===== config.mk =====
export PLATFORM = sky130hd
export DESIGN_NAME = mem_ctrl
export DESIGN_NICKNAME = d
export VERILOG_FILES = /design/src/rtl/mem_ctrl.sv
export SDC_FILE = /design/constraint.sdc
export NUM_CORES = 1
export LEC_CHECK = 0
export BUFFER_PORTS_ARGS = -buffer_cell sky130_fd_sc_hd__buf_2
export CAP_MARGIN = 20
export CORE_MARGIN = 4
export CORE_UTILIZATION = 55
export CTS_CLUSTER_DIAMETER = 100
export DETAILED_ROUTE_END_ITERATION = 10
export PLACE_DENSITY = 0.83
export SYNTH_ARGS = -nofsm -noshare
export SYNTH_HDL_FRONTEND = slang
export SYNTH_SLANG_ARGS = --single-unit

===== constraint.sdc =====
create_clock -name clk -period 10.3 [get_ports clk]
set_input_delay 1.545 -clock clk [delete_from_list [all_inputs] [get_ports clk]]
set_output_delay 1.545 -clock clk [all_outputs]
set_load 0.005 [all_outputs]

===== src/rtl/mem_ctrl.sv =====
// Byte-serial memory controller: LSB loads/stores and instruction fetches onto a byte-wide RAM bus.
// LSB requests win arbitration; loads and fetches are dropped on rollback, stores always finish.
module mem_ctrl (
  input  logic        clk,
  input  logic        rst,
  input  logic        rdy,
  input  logic        rollback_config,
  input  logic        lsb_in_config,
  input  logic        lsb_in_ls,
  input  logic [31:0] lsb_in_addr,
  input  logic [31:0] lsb_in_data,
  input  logic [2:0]  lsb_in_precise,
  input  logic [3:0]  lsb_in_rob,
  output logic        lsb_out_config,
  output logic [31:0] lsb_out_data,
  input  logic        if_in_config,
  input  logic [31:0] if_in_addr,
  output logic        if_out_config,
  output logic [31:0] if_out_data,
  input  logic [7:0]  mem_din,
  output logic [7:0]  mem_dout,
  output logic [31:0] mem_a,
  output logic        mem_wr,
  input  logic        io_buffer_full
);
  typedef enum logic [2:0] {IDLE, LOAD, STORE, FETCH, COOL} state_t;

  state_t      state, state_next;
  logic [2:0]  cnt;
  logic [2:0]  cnt_nxt;
  logic        wr_pend;
  logic [31:0] req_addr;
  logic [31:0] req_data;
  logic [31:0] rd_buf;
  logic [31:0] rd_word;
  logic [2:0]  req_n;
  logic        req_uns;
  logic        accept_lsb;
  logic        accept_if;
  logic        finish;
  logic        io_stall;
  logic        unused_rob;

  function automatic logic [2:0] size_bytes(input logic [1:0] sz);
    case (sz)
      2'd0:    size_bytes = 3'd1;
      2'd1:    size_bytes = 3'd2;
      default: size_bytes = 3'd4;
    endcase
  endfunction

  function automatic logic [31:0] extend(input logic [31:0] w, input logic [2:0] n,
                                         input logic uns);
    logic signed [7:0]  b;
    logic signed [15:0] h;
    b = w[7:0];
    h = w[15:0];
    case (n)
      3'd1:    extend = uns ? {24'd0, w[7:0]} : 32'(b);
      3'd2:    extend = uns ? {16'd0, w[15:0]} : 32'(h);
      default: extend = w;
    endcase
  endfunction

  assign cnt_nxt    = cnt + 3'd1;
  assign io_stall   = (req_addr[17:16] == 2'b11) && io_buffer_full;
  assign mem_wr     = wr_pend & rdy;
  assign unused_rob = ^lsb_in_rob;

  // Byte cnt-1 arrives on mem_din one cycle after its address was presented.
  always_comb begin
    rd_word = rd_buf;
    rd_word[{cnt[1:0] - 2'd1, 3'b000} +: 8] = mem_din;
  end

  always_comb begin
    state_next = state;
    accept_lsb = 1'b0;
    accept_if  = 1'b0;
    finish     = 1'b0;
    case (state)
      IDLE: begin
        if (lsb_in_config) begin
          accept_lsb = 1'b1;
          state_next = lsb_in_ls ? LOAD : STORE;
        end else if (if_in_config && !rollback_config) begin
          accept_if  = 1'b1;
          state_next = FETCH;
        end
      end
      LOAD, FETCH: begin
        if (rollback_config) begin
          state_next = IDLE;
        end else if (cnt == req_n) begin
          finish     = 1'b1;
          state_next = COOL;
        end
      end
      STORE: begin
        if (wr_pend && cnt == req_n - 3'd1) begin
          finish     = 1'b1;
          state_next = COOL;
        end
      end
      default: state_next = IDLE;
    endcase
  end

  always_ff @(posedge clk or posedge rst) begin
    if (rst) begin
      state          <= IDLE;
      cnt            <= '0;
      wr_pend        <= 1'b0;
      mem_a          <= '0;
      mem_dout       <= '0;
      lsb_out_config <= 1'b0;
      lsb_out_data   <= '0;
      if_out_config  <= 1'b0;
      if_out_data    <= '0;
    end else if (rdy) begin
      state          <= state_next;
      lsb_out_config <= 1'b0;
      if_out_config  <= 1'b0;
      case (state)
        IDLE: begin
          if (accept_lsb || accept_if) begin
            cnt      <= '0;
            mem_a    <= accept_lsb ? lsb_in_addr : if_in_addr;
            mem_dout <= lsb_in_data[7:0];
            wr_pend  <= accept_lsb && !lsb_in_ls &&
                        !(lsb_in_addr[17:16] == 2'b11 && io_buffer_full);
          end
        end
        LOAD, FETCH: begin
          if (finish) begin
            if (state == LOAD) begin
              lsb_out_config <= 1'b1;
              lsb_out_data   <= extend(rd_word, req_n, req_uns);
            end else begin
              if_out_config <= 1'b1;
              if_out_data   <= rd_word;
            end
          end else if (!rollback_config) begin
            cnt <= cnt_nxt;
            if (cnt_nxt < req_n) mem_a <= req_addr + 32'(cnt_nxt);
          end
        end
        STORE: begin
          if (finish) begin
            wr_pend        <= 1'b0;
            lsb_out_config <= 1'b1;
          end else if (wr_pend) begin
            cnt      <= cnt_nxt;
            mem_a    <= req_addr + 32'(cnt_nxt);
            mem_dout <= req_data[{cnt_nxt[1:0], 3'b000} +: 8];
            wr_pend  <= !io_stall;
          end else begin
            wr_pend <= !io_stall;
          end
        end
        default: ;
      endcase
    end
  end

  // Request payload and read assembly buffer carry no reset.
  always_ff @(posedge clk) begin
    if (rdy) begin
      if (state == IDLE) begin
        req_addr <= accept_lsb ? lsb_in_addr : if_in_addr;
        req_data <= lsb_in_data;
        req_n    <= accept_lsb ? size_bytes(lsb_in_precise[1:0]) : 3'd4;
        req_uns  <= lsb_in_precise[2];
        rd_buf   <= '0;
      end else if ((state == LOAD || state == FETCH) && cnt != 3'd0) begin
        rd_buf <= rd_word;
      end
    end
  end
endmodule


==> out/metrics.yaml <==
status: "complete, no violations"
netlist_top_cells_area: "edfxtp_1, dfrtp_1, mux2_2"
hold_depth: 2
post-place-ws_ns: 5.80
slowest_stage: "dfrtp_1"
ys.flop_type: "dfrtp_1"
grt_pass1_wl_mm: 39.4
fin_nets: 1182
crit_family: "adder cells"
hold_class: "reg -> reg"
use_met2_pct: 42.6
via_per_inst: 5.86
netlist_top_cells_count: "dfrtp_1, mux2_2, edfxtp_1"
die_y_um: 144
slowest_delay_ns: 1.01
reg2reg_slack_ns: 5.75
ys_seq_area_share_pct: 57.4
grt_max_degree: 70
insertion_delay_ns: 0.50
path_class: "reg -> reg"
cellPowerDensity_mw_per_mm2: 261
cap_violations: 0
ys_async_sr_fraction_pct: 53.1
fin_ws_ns: 5.75
use_met3_pct: 5.02
antenna_found_initial: 2
top_usage_layer: "met2"
setup_viol: 0
hp-start: "if_out_data[17]"
grt_pass1_vias: 7468
start_util_pct: 56.2
rsz0062_at_grt: "no"
synth.top_cell.area_share_pct: 29.5
post-dp-hpwl_mm: 17.4
netlist-cell-type-count: 60
drt_iter0_drc: 540
clock_skew_ns: 0.00849
routedWlPerCell_um: 19.6
postRouteAntennaNets: 0
critPathMostFrequentCell: "ha_1"
cts-root-buf: "clkbuf_16"
die-area_sq_mm: 0.0207
fin_crit_ns: 4.55
post-route-util_pct: 67.6
drc_errors: 0
drv_slew: 0
area_growth_pct: 20.2
ir_worst_vdd_mv: 0.175
synth_adder_area_share_pct: 1.92
grt_use_total_pct: 24.0
cts_tree: "built"
reg2regPathDepth: 9
ctsHoldBuffers: 0
crit_chain: "inv_1 > ha_1 > ha_1 > nor2b_1 > o21a_1 > o41a_1 > or2_1 > buf_4 > mux2_1"
h-tree-depth: 1
r2r_end: "mem_a[3]"
synth_top_family_by_area: "multiplexers"
critical_path_arrival_ns: 4.94
overflow: 0
drive_above_1_share_pct: 37.1
synth_mux_area_share_pct: 14.3
clockBufferDepth: 3
worstMarginPinSlew_ns: 1.08
finalWeightedCongestion: 0.836
clock_sinks: 213
n_antenna_cell: 0
r2r_start: "cnt[0]"
io_buffers: 221
hold_viol_final: 0
slew_headroom_pct: 27.6
max_clock_freq_mhz: 220
synth_most_common_cell: "dfrtp_1"
crit_buf_inv: 2
clk_pin_slew_ns: 0.06
synth_seq_cells: 213
die_w_um: 144
syn_avg_cell_area_sq_um: 12.2
finalSetupTns_ns: 0
cts_made_buffers: 22
yosysWarningCount: 0
critical_path_required_ns: 10.68
cp-end-kind: "register"
synth_nets: 970
total_power_mw: 3.19
start_kind: "register"
yosys.area_share.simple_pct: 11.5
firstDrtPassIters: 7
grt.met1_usage_pct: 30.4
yosys.area.top_type: "edfxtp_1"
totalWireLength_mm: 25.3
core_area_sq_mm: 0.0181
crit_fanout: 31
synth_edf_count: 100
synth_cells: 836
min_to: "if_out_data[17]"
synth_compound_area_share_pct: 10.4
vias: 7580
post-cts-setup-buffers: 0
synth_xor_area_share_pct: 1.69
io_pins: 226
synth_area_sq_mm: 0.0102
num_rows: 49
power.leakage_nw: 5.35
post_cts_resized: 0
fin_crit_sh_pct: 44.2
-- routing by layer --
metal | share of wire, % | vias to the layer above
met4 | 1.8 | 4
li1 | - | 3502
met3 | 9.0 | 45
met2 | 50 | 345
met1 | 39 | 3684
met5 | 0.095 | -
-- sequential cells by signal, summed over array words and instances (netlist names) --
signal	count
if_out_data	32
lsb_out_data	32
mem_a	32
rd_buf	32
req_addr	32
req_data	32
mem_dout	8
cnt	3
req_n	3
state	3
if_out_config	1
lsb_out_config	1
req_uns	1
wr_pend	1
-- layout by cell type (no fill, tap or decap), drive strengths merged, types with 9 or more instances in the layout --
| master | count |
|---|---|
| and2 | 12 |
| clkbuf | 31 |
| nor2b | 28 |
| dfrtp | 113 |
| xor2 | 9 |
| edfxtp | 100 |
| buf | 232 |
| a31oi | 12 |
| mux2i | 9 |
| nor3 | 12 |
| nor2 | 62 |
| o21ai | 82 |
| ha | 14 |
| inv | 23 |
| o31ai | 16 |
| nand2 | 51 |
| nand3 | 11 |
| mux2 | 105 |
| a21oi | 35 |
-- area by class of cell --
type	instances	area, sq um
timing repair buffer	232	1190
clock inverter	9	97.6
multi-input combinational	557	4090
inverter	22	85.1
clock buffer	31	646
tap	229	287
fill	1343	5870
sequential	213	5830
-- worst register-to-register path: cells and delay by family (launching register included) --
family / cells / cell delay, ns
adders and majority gates: 2 / 1.30
DFF: 1 / 1.01
AOI/OAI and AO/OA: 2 / 0.77
and+or+nand+nor: 2 / 0.47
muxes: 1 / 0.37
buffers and inverters: 2 / 0.53
-- report_power, final --
| group | total [mW] | internal [mW] | switching, mW |
|---|---|---|---|
| registers | 1.29 | 1.15 | 0.134 |
| logic | 1.10 | 0.465 | 0.633 |
| clock network | 0.808 | 0.487 | 0.321 |
-- how the worst max path moves through the flow --
stage / cells past startpoint / endpoint / startpoint / slack (ns)
global route: 9 / mem_a[3] / cnt[0] / 5.51
floorplan: 1 / cnt[0] / rst / 5.77
CTS: 9 / mem_a[11] / cnt[0] / 5.77
detailed placement: 9 / mem_a[26] / cnt[0] / 5.80
global placement: 9 / mem_a[3] / cnt[0] / 5.88
finish: 9 / mem_a[3] / cnt[0] / 5.75
-- cell families (layout without fill, tap and decap cells) --
kind of cell    Yosys count  count (layout)
simple gates            225             225
flops                   213             213
compound gates          177             177
mux                     122             122
buf+inv                  66             294
xor+xnor                 18              18
fa+ha+maj                15              15
-- per-stage QoR --
stage          cell area, sq um  std cells  hold slack, ns
2_1_floorplan             10200        836           0.473
3_3_place_gp              11500       1253           0.455
5_1_grt                   12200       1293           0.500
4_1_cts                   12200       1293           0.479
3_5_place_dp              11500       1253           0.466
6_report                  12200       1293           0.475
Note: power is estimated with default switching activity, not from simulation.
